[config.mk]
export PLATFORM = sky130hd
export DESIGN_NAME = operand_fetch
export DESIGN_NICKNAME = d
export VERILOG_FILES = /design/src/rtl/operand_fetch_pkg.sv /design/src/rtl/operand_fetch_reg_scoreboard.sv /design/src/rtl/operand_fetch.sv
export SDC_FILE = /design/constraint.sdc
export NUM_CORES = 1
export LEC_CHECK = 0
export CORE_AREA = 3 3 86 88
export DETAILED_ROUTE_END_ITERATION = 10
export DIE_AREA = 0 0 89 91
export DONT_BUFFER_PORTS = 1
export GPL_TIMING_DRIVEN = 0
export PLACE_DENSITY_LB_ADDON = 0.08
export SLEW_MARGIN = 20
export SYNTH_ARGS = -nofsm -noshare
export SYNTH_HDL_FRONTEND = slang
export SYNTH_SLANG_ARGS = --single-unit
[constraint.sdc]
create_clock -name clk -period 5.26 [get_ports clk]
set_input_delay 1.315 -clock clk [delete_from_list [all_inputs] [get_ports clk]]
set_output_delay 1.315 -clock clk [all_outputs]
set_load 0.01 [all_outputs]
[src/rtl/operand_fetch_pkg.sv]
// Shared types for the operand fetch stage: register address type,
// decoded request and registered operand bundles, and an address-match helper.
package operand_fetch_pkg;

  localparam int OF_WIDTH     = 32;
  localparam int OF_DEPTH_REG = 8;
  localparam int OF_ADDR_W    = 3;

  typedef logic [OF_ADDR_W-1:0] regAddr;

  typedef struct packed {
    regAddr rs;
    regAddr rt;
    regAddr rd;
    logic   wr_en;
  } operand_req_t;

  typedef struct packed {
    logic [OF_WIDTH-1:0] op_a;
    logic [OF_WIDTH-1:0] op_b;
    regAddr              rd;
    logic                wr_en;
  } operand_out_t;

  // True when a qualified write-back targets the given register.
  function automatic logic addr_hit(input logic en, input regAddr a, input regAddr b);
    return en && (a == b);
  endfunction

endpackage

[src/rtl/operand_fetch_reg_scoreboard.sv]
// Pending-write scoreboard: one bit per architectural register, set when a
// writer is accepted, cleared by its write-back or by flushing the held writer.
// Answers the RAW/WAW hazard question for the incoming rs/rt/rd.
// Build option: OPERAND_BYPASS_EN (defined = a same-cycle write-back to a
// source register resolves its RAW hazard; undefined = it still stalls).
module reg_scoreboard
  import operand_fetch_pkg::*;
#(
  parameter int DEPTH_REG = OF_DEPTH_REG
) (
  input  logic         clk,
  input  logic         rst,
  input  operand_req_t req_i,
  input  logic         wb_valid_i,
  input  regAddr       wb_addr_i,
  input  logic         set_en_i,
  input  regAddr       set_addr_i,
  input  logic         clr_en_i,
  input  regAddr       clr_addr_i,
  output logic         hazard_o
);

  logic [DEPTH_REG-1:0] pending_q;
  logic [DEPTH_REG-1:0] pending_d;
  logic                 hazRs;
  logic                 hazRt;
  logic                 hazRd;

  // Next pending state: clears first, then the new writer's set wins.
  always_comb begin
    pending_d = pending_q;
    if (wb_valid_i && (wb_addr_i != '0)) begin
      pending_d[wb_addr_i] = 1'b0;
    end
    if (clr_en_i) begin
      pending_d[clr_addr_i] = 1'b0;
    end
    if (set_en_i) begin
      pending_d[set_addr_i] = 1'b1;
    end
    pending_d[0] = 1'b0;
  end

  // Pending bit register.
  always_ff @(posedge clk or posedge rst) begin
    if (rst) begin
      pending_q <= '0;
    end else begin
      pending_q <= pending_d;
    end
  end

  // Hazard query for both sources and the destination of the incoming request.
  always_comb begin
`ifdef OPERAND_BYPASS_EN
    hazRs = (req_i.rs != '0) && pending_q[req_i.rs] &&
            !addr_hit(wb_valid_i, wb_addr_i, req_i.rs);
    hazRt = (req_i.rt != '0) && pending_q[req_i.rt] &&
            !addr_hit(wb_valid_i, wb_addr_i, req_i.rt);
`else
    hazRs = (req_i.rs != '0) &&
            (pending_q[req_i.rs] || addr_hit(wb_valid_i, wb_addr_i, req_i.rs));
    hazRt = (req_i.rt != '0) &&
            (pending_q[req_i.rt] || addr_hit(wb_valid_i, wb_addr_i, req_i.rt));
`endif
    hazRd = req_i.wr_en && (req_i.rd != '0) && pending_q[req_i.rd] &&
            !addr_hit(wb_valid_i, wb_addr_i, req_i.rd);
    hazard_o = hazRs || hazRt || hazRd;
  end

endmodule

[src/rtl/operand_fetch.sv]
// Operand fetch stage: reads the register file for a decoded instruction,
// optionally bypasses the same-cycle write-back, stalls on pending-write
// hazards, and hands registered operands to execute over valid/ready.
// Build option: OPERAND_BYPASS_EN enables the write-back bypass muxes.
module operand_fetch
  import operand_fetch_pkg::*;
#(
  parameter int WIDTH     = OF_WIDTH,
  parameter int DEPTH_REG = OF_DEPTH_REG,
  parameter int ADDR_W    = OF_ADDR_W
) (
  input  logic              clk,
  input  logic              rst,
  input  logic              in_valid,
  output logic              in_ready,
  input  logic [ADDR_W-1:0] in_rs,
  input  logic [ADDR_W-1:0] in_rt,
  input  logic [ADDR_W-1:0] in_rd,
  input  logic              in_wr_en,
  output logic [ADDR_W-1:0] rf_rd_addr1,
  output logic [ADDR_W-1:0] rf_rd_addr2,
  input  logic [WIDTH-1:0]  rf_rd_data1,
  input  logic [WIDTH-1:0]  rf_rd_data2,
  input  logic              wb_valid,
  input  logic [ADDR_W-1:0] wb_addr,
  input  logic [WIDTH-1:0]  wb_data,
  input  logic              flush,
  output logic              out_valid,
  input  logic              out_ready,
  output logic [WIDTH-1:0]  out_op_a,
  output logic [WIDTH-1:0]  out_op_b,
  output logic [ADDR_W-1:0] out_rd,
  output logic              out_wr_en
);

  operand_req_t       req;
  operand_out_t       out_q;
  operand_out_t       out_d;
  logic               out_valid_q;
  logic               out_valid_d;
  logic               hazard;
  logic               accept;
  logic               sbSet;
  logic               sbClr;
  logic [WIDTH-1:0]   opA;
  logic [WIDTH-1:0]   opB;

  assign req         = '{rs: in_rs, rt: in_rt, rd: in_rd, wr_en: in_wr_en};
  assign rf_rd_addr1 = in_rs;
  assign rf_rd_addr2 = in_rt;

  assign in_ready = (!out_valid_q || out_ready) && !hazard && !flush;
  assign accept   = in_valid && in_ready;

  // A new writer marks its destination; flushing a held writer releases it.
  assign sbSet = accept && in_wr_en && (in_rd != '0);
  assign sbClr = flush && out_valid_q && out_q.wr_en;

  reg_scoreboard #(
    .DEPTH_REG (DEPTH_REG)
  ) u_scoreboard (
    .clk        (clk),
    .rst        (rst),
    .req_i      (req),
    .wb_valid_i (wb_valid),
    .wb_addr_i  (wb_addr),
    .set_en_i   (sbSet),
    .set_addr_i (in_rd),
    .clr_en_i   (sbClr),
    .clr_addr_i (out_q.rd),
    .hazard_o   (hazard)
  );

  // Operand selection: reg0 reads zero, otherwise register file or bypass.
  always_comb begin
    opA = '0;
    opB = '0;
`ifdef OPERAND_BYPASS_EN
    if (in_rs != '0) begin
      opA = addr_hit(wb_valid, wb_addr, in_rs) ? wb_data : rf_rd_data1;
    end
    if (in_rt != '0) begin
      opB = addr_hit(wb_valid, wb_addr, in_rt) ? wb_data : rf_rd_data2;
    end
`else
    if (in_rs != '0) begin
      opA = rf_rd_data1;
    end
    if (in_rt != '0) begin
      opB = rf_rd_data2;
    end
`endif
  end

`ifndef OPERAND_BYPASS_EN
  logic unused_wb_data;
  assign unused_wb_data = ^wb_data;
`endif

  // Output register next state: flush drops, accept loads, consume empties.
  always_comb begin
    out_d       = out_q;
    out_valid_d = out_valid_q;
    if (flush) begin
      out_valid_d = 1'b0;
    end else if (accept) begin
      out_d.op_a  = opA;
      out_d.op_b  = opB;
      out_d.rd    = in_rd;
      out_d.wr_en = in_wr_en;
      out_valid_d = 1'b1;
    end else if (out_valid_q && out_ready) begin
      out_valid_d = 1'b0;
    end
  end

  // Output register toward execute.
  always_ff @(posedge clk or posedge rst) begin
    if (rst) begin
      out_q       <= '0;
      out_valid_q <= 1'b0;
    end else begin
      out_q       <= out_d;
      out_valid_q <= out_valid_d;
    end
  end

  assign out_valid = out_valid_q;
  assign out_op_a  = out_q.op_a;
  assign out_op_b  = out_q.op_b;
  assign out_rd    = out_q.rd;
  assign out_wr_en = out_q.wr_en;

endmodule

==> qor.csv <==
stage,metric,value,unit
worst_setup_path,cpMaxStageDelayCell,mux2_1,
floorplanning,die_y,91,um
worst_setup_path,critPathRequiredTime,3.94,ns
drt,ant_nets,0,
worst_setup_path,worstSetupEndpointType,primary output,
timing,tns,0,ns
worst_setup_path,cp_cell_sequence,clkbuf_1 > mux2_1 > nand3_1 > o311ai_1 > o21bai_1 > and3_1,
drt,drt-total-wl,8.42,mm
synth,ys_seq_area_frac,0.479,
floorplanning,coreArea,6720,sq um
grt,grtUsageTotal,0.210,
timing,fin_crit_sh,0.737,
floorplanning,initial_utilization,0.591,
grt,grt_max_degree,52,
worst_setup_path,crit_type,primary input to primary output,
synth,yosysWarnings,0,
power,p_per_area,424,nW/um^2
cts,hold_buffers,0,
synth,mappedNetlistArea,3970,sq um
placement,io_buffer_count,0,
power,netSwitchingPower,561,uW
cts,cts_resized,0,
floorplanning,die_area,8100,sq um
layout,drive_gt1_frac,0.325,
synth,synth.distinct_cells,37,
synth,ys_ff_latch,76,
layout,layout_common_cells,"dfrtp_1 (76), nor2b_1 (65), mux2_2 (37), mux2_4 (32)",
layout,final_net_count,446,
grt,grt.overflow.total,0,
drt,via_per_inst,5.88,
cts,htree_levels,3,
timing,finalHoldViolations,0,
synth,yosys.area.top_type,dfrtp_1,
hold_path,hp-class,register to register,
drt,drc_errors,0,
run_status,outcome,"complete, no violations",
flow_run,drv_cap,0,
synth,avgSynthCellArea,12.5,sq um
power,p_seq_frac,0.547,
floorplanning,pin_count,191,
drt,routedWlPerCell,20.3,um
floorplanning,die_w,89,um
timing,rsz0062_at_grt,false,
synth,synth_ff_type,dfrtp_1,
cts,cts.sinks,76,
power,p_clk_frac,0.258,
grt,antenna_found_initial,0,
cts,cts_inserted_buffers,9,
cts,clk_latency,0.34,ns
grt,grt_pass1_vias,2544,
synth,async_flop_share,1.00,
placement,place.gp.congestion,0.841,
timing,setup_violations,0,
power,combPwrFrac,0.195,
power,switching_share,0.307,
cts,cts_tree,built,
synth,syn-instance-count,319,
timing,fmax,258,MHz
layout,antenna_cells,0,
synth,yosys-top-cells-area,"dfrtp_1 (48%), mux2_4 (12%), mux2_2 (10%)",
synth,synth-edff-count,0,
timing,skew,0.0105,ns
cts,cts_buffer_depth,2,
cts,ctsRootBufferMaster,clkbuf_8,
drt,vias,2440,
floorplanning,rows,30,
worst_setup_path,start_kind,primary input,
timing,finalCriticalPeriod,3.88,ns
worst_setup_path,slowest_delay,0.35,ns
power,ir_drop,211,uV
layout,final_common_cell,dfrtp_1,
drt,first_pass_iters,4,
cts,clk_pin_slew_worst_paths,0.08,ns
timing,drv_slew,0,
worst_setup_path,crit_arrival,2.56,ns
timing,worst_slew_margin_rel,0.527,
drt,drtIter0Drc,73,
power,power_leakage,1.96,nW
grt,grt_pass1_wl,13.2,mm
worst_setup_path,critPathMaxFanout,6,
timing,whs,0.586,ns
synth,syn_nets,434,
power,p_int,1.27,mW
synth,synth_top_cell_area_share,0.479,
placement,place_hpwl,6.27,mm
layout,area_growth,8.44,%
power,total_power,1.83,mW
timing,worstMarginPinSlew,0.705,ns
cts,post-cts-setup-buffers,0,
==> worst paths after layout <==
path / from / end / slack (ns) / cells after the start
setup / recovery: in_rt[0] / in_ready / 1.38 / 6
hold / removal: out_op_a[27] / out_op_a[27] / 0.59 / 1
setup reg to reg: u_scoreboard.pending_q[1] / out_wr_en / 2.92 / 8
hold reg to reg: out_op_a[27] / out_op_a[27] / 0.59 / 1
max in group asynchronous: rst / out_wr_en / 3.88 / 2
min in group asynchronous: rst / out_op_a[17] / 0.82 / 1
==> flip-flops by register name, indices dropped and copies added, names as in the netlist <==
signal                  flops
out_op_a                   32
out_op_b                   32
out_rd                      3
out_valid                   1
out_wr_en                   1
u_scoreboard.pending_q      7
==> cells in the mapped netlist (2+ instances only) <==
master    instances
nand4_1           4
nor2b_1          65
nand2_1           7
o21ai_0           3
o221ai_1          4
o32ai_2           2
nor3_1            2
nand3_1           4
o31ai_1           6
buf_2             9
buf_6             5
inv_1             4
clkbuf_1          7
xnor2_1           8
a21oi_1           4
dfrtp_1          76
a31oi_1           3
nand2b_1          8
nor3b_1           3
mux2_2           37
mux2_4           32
buf_4             6
mux2i_1           6
==> area by class of cell <==
| cell class | count | area [sq um] |
|---|---|---|
| clock buffers | 11 | 131 |
| well taps | 80 | 100 |
| fillers | 550 | 2410 |
| multi-input cells | 211 | 1880 |
| repair buffers | 1 | 27.5 |
| inverters | 4 | 17.5 |
| flip-flops and latches | 76 | 1900 |
| clock inverters | 4 | 73.8 |
| plain buffers | 28 | 178 |
==> kinds of logic (layout without fill, tap and decap cells) <==
family,Yosys count,in the layout,share of synthesized area
buffers and inverters,32,48,0.0485
AND/OR/NAND/NOR,98,98,0.150
multiplexers,76,76,0.244
XOR/XNOR,8,8,0.0176
flip-flops,76,76,0.479
AO/OA/AOI/OAI,29,29,0.0614
==> metrics by stage <==
| stage | area (sq um) | worst slack (ns) | utilization | instances |
|---|---|---|---|---|
| final | 4310 | 1.38 | 0.641 | 415 |
| after detailed placement | 4100 | 1.41 | 0.611 | 400 |
| after global placement | 4070 | 1.16 | 0.606 | 399 |
| after floorplan | 3970 | 1.56 | - | 319 |
| after global routing | 4310 | 1.22 | 0.641 | 415 |
| after CTS | 4310 | 1.38 | 0.641 | 415 |
==> power groups by stage <==
stage                     logic (mW)  clock network [mW]  registers (mW)
after CTS                      0.362               0.483            1.00
after global placement         0.342                   0            1.01
after detailed placement       0.360                   0            1.01
after global routing           0.389               0.509            1.02
final                          0.356               0.471           0.999
after floorplan                0.316                   0           0.952
==> critical path, delay by kind of cell <==
family                 cells  cell delay, ns
muxes                      1            0.35
and+or+nand+nor            2            0.35
AOI/OAI and AO/OA          2            0.30
buffers and inverters      1            0.24
==> metal layers <==
layer / share of wire / track usage / vias up
li1: - / - / 1118
met1: 0.39 / 0.258 / 1200
met2: 0.50 / 0.336 / 110
met3: 0.092 / 0.0817 / 12
met4: 0.018 / 0.0682 / 0
met5: 0 / 0 / -
No activity file was read; power rests on OpenSTA's default activity.
==> edit, RTL diff (config.mk and constraints unchanged) <==
Set the package constant `OF_WIDTH` to 36 (it was 32).
--- a/src/rtl/operand_fetch_pkg.sv
+++ b/src/rtl/operand_fetch_pkg.sv
@@ -4,3 +4,3 @@
 
-  localparam int OF_WIDTH     = 32;
+  localparam int OF_WIDTH     = 36;
   localparam int OF_DEPTH_REG = 8;
Ports: changed (5 resized); port bits go from 191 to 211. No check against the original RTL was run, so the function may have changed too.
==> edit against the unedited design <==
Sequential cell count is 8 higher. Critical endpoint unchanged. Hold slack worse by 14 ps. Utilization is 6.7 points higher. Power is 21% higher. Design area is 10% higher. Routed wire length is 10% higher. Worst setup slack worse by 240 ps. Area after synthesis is 11% higher. Sequential share of layout area hardly changed.
==> edit: results (changes against the unedited design) <==
final wirelength=9259 um (was 8415 um); Unique masters post-synth=36 (was 37); first-pass GRT wire length=14480 um (was 13180 um); Gate Count Post-Synth=333 (was 319); FILL cells=476 (was 550); critical path data arrival time=2800 ps (was 2560 ps); routed via count=2616 (was 2440); sequential share of the synthesized area=47.81% (was 47.87%); Final GP Congestion=0.9172 (was 0.8412); met1 global-route usage=29.67% (was 25.83%); Leakage Power=2.226 nW (was 1.960 nW); Post-DP Area=4529 um^2 (was 4103 um^2); post-route minimum period=4114 ps (was 3876 ps); mux contribution to synthesized area=26.95% (was 24.38%); met2 Use GR=37.00% (was 33.60%); Compound-Gate Fraction of Synth Area=4.212% (was 6.142%); Worst Hold Launch=out_op_a[4] (was out_op_a[27]); largest net degree at the start of global routing=45 (was 52); Critical Path Fanout Max=8 (was 6); nets=472 (was 446); ranking of synthesized cells by area=dfrtp_1 (48%), mux2_4 (19%), nor2b_1 (9.1%), mux2_1 (4.9%), buf_6 (2.0%) (was dfrtp_1 (48%), mux2_4 (12%), mux2_2 (10%), nor2b_1 (10%), xnor2_1 (1.8%)); flop-to-flop setup slack=2740 ps (was 2920 ps); All-Layer GR Usage=23.36% (was 20.99%); wire per inst=21.53 um (was 20.28 um); worst setup path start=in_rd[1] (was in_rt[0]); most frequent cells after synthesis=dfrtp_1 (84), nor2b_1 (64), mux2_4 (56) (was dfrtp_1 (76), nor2b_1 (65), mux2_2 (37)); Cells after DPL=414 (was 400); Post-Synthesis Net Count=460 (was 434); end of the worst register-to-register path=out_op_b[8] (was out_wr_en); maximum vdd drop=266.0 uV (was 210.9 uV); status=completed (unchanged)
-- edit: how the worst min path moves through the flow --
stage | slack [ps] | endpoint | depth (start not counted)
floorplan | 530 | out_op_a[3] | 1
global placement | 550 | out_op_b[18] | 1
detailed placement | 560 | out_op_b[19] | 1
CTS | 580 | out_op_a[4] | 1
global route | 590 | out_op_b[17] | 1
finish | 570 | out_op_a[4] | 1
-- edit: layer usage --
metal	part of all wire, %	wire (um)
met1	38	3560
met5	0.14	13
met3	10	941
met2	50	4625
met4	1.3	118
-- edit: cells by family after synthesis --
logic type / Yosys count
compound gates: 21
simple gates: 104
xor+xnor: 9
buf+inv: 30
flops: 84
mux: 85
-- edit: power breakdown --
group          total, W  internal [W]  leakage (nW)  switching (W)
logic          0.000490      0.000335          1.09       0.000155
registers       0.00120      0.000884          1.02       0.000317
clock network  0.000523      0.000276         0.113       0.000247
total           0.00221       0.00150          2.23       0.000719
-- edit: cell type report --
class | instances | area [um^2] | share of cell area [%]
Buffer | 27 | 190.2 | 3.997
Multi-Input combinational cell | 219 | 2103 | 44.20
Clock buffer | 9 | 123.9 | 2.603
Timing Repair Buffer | 1 | 20.02 | 0.4207
Inverter | 3 | 13.76 | 0.2892
Clock inverter | 7 | 105.1 | 2.209
Sequential cell | 84 | 2102 | 44.18
Tap cell | 80 | 100.1 | 2.104
-- edit: critical path: stages --
cell,delay (ps)
buf_2,200
mux4_2,520
nand2b_1,150
o2111a_1,180
a2111oi_4,430
-- edit: metrics by stage --
stage / hold WS [ps] / total power [W] / util, %
after CTS: 578.5 / 0.002236 / 70.82
after global placement: 553.1 / 0.001687 / 66.93
after global routing: 594.5 / 0.002332 / 70.82
final: 572.4 / 0.002215 / 70.82
after floorplan: 534.4 / 0.001577 / -
after detailed placement: 557.6 / 0.001709 / 67.41
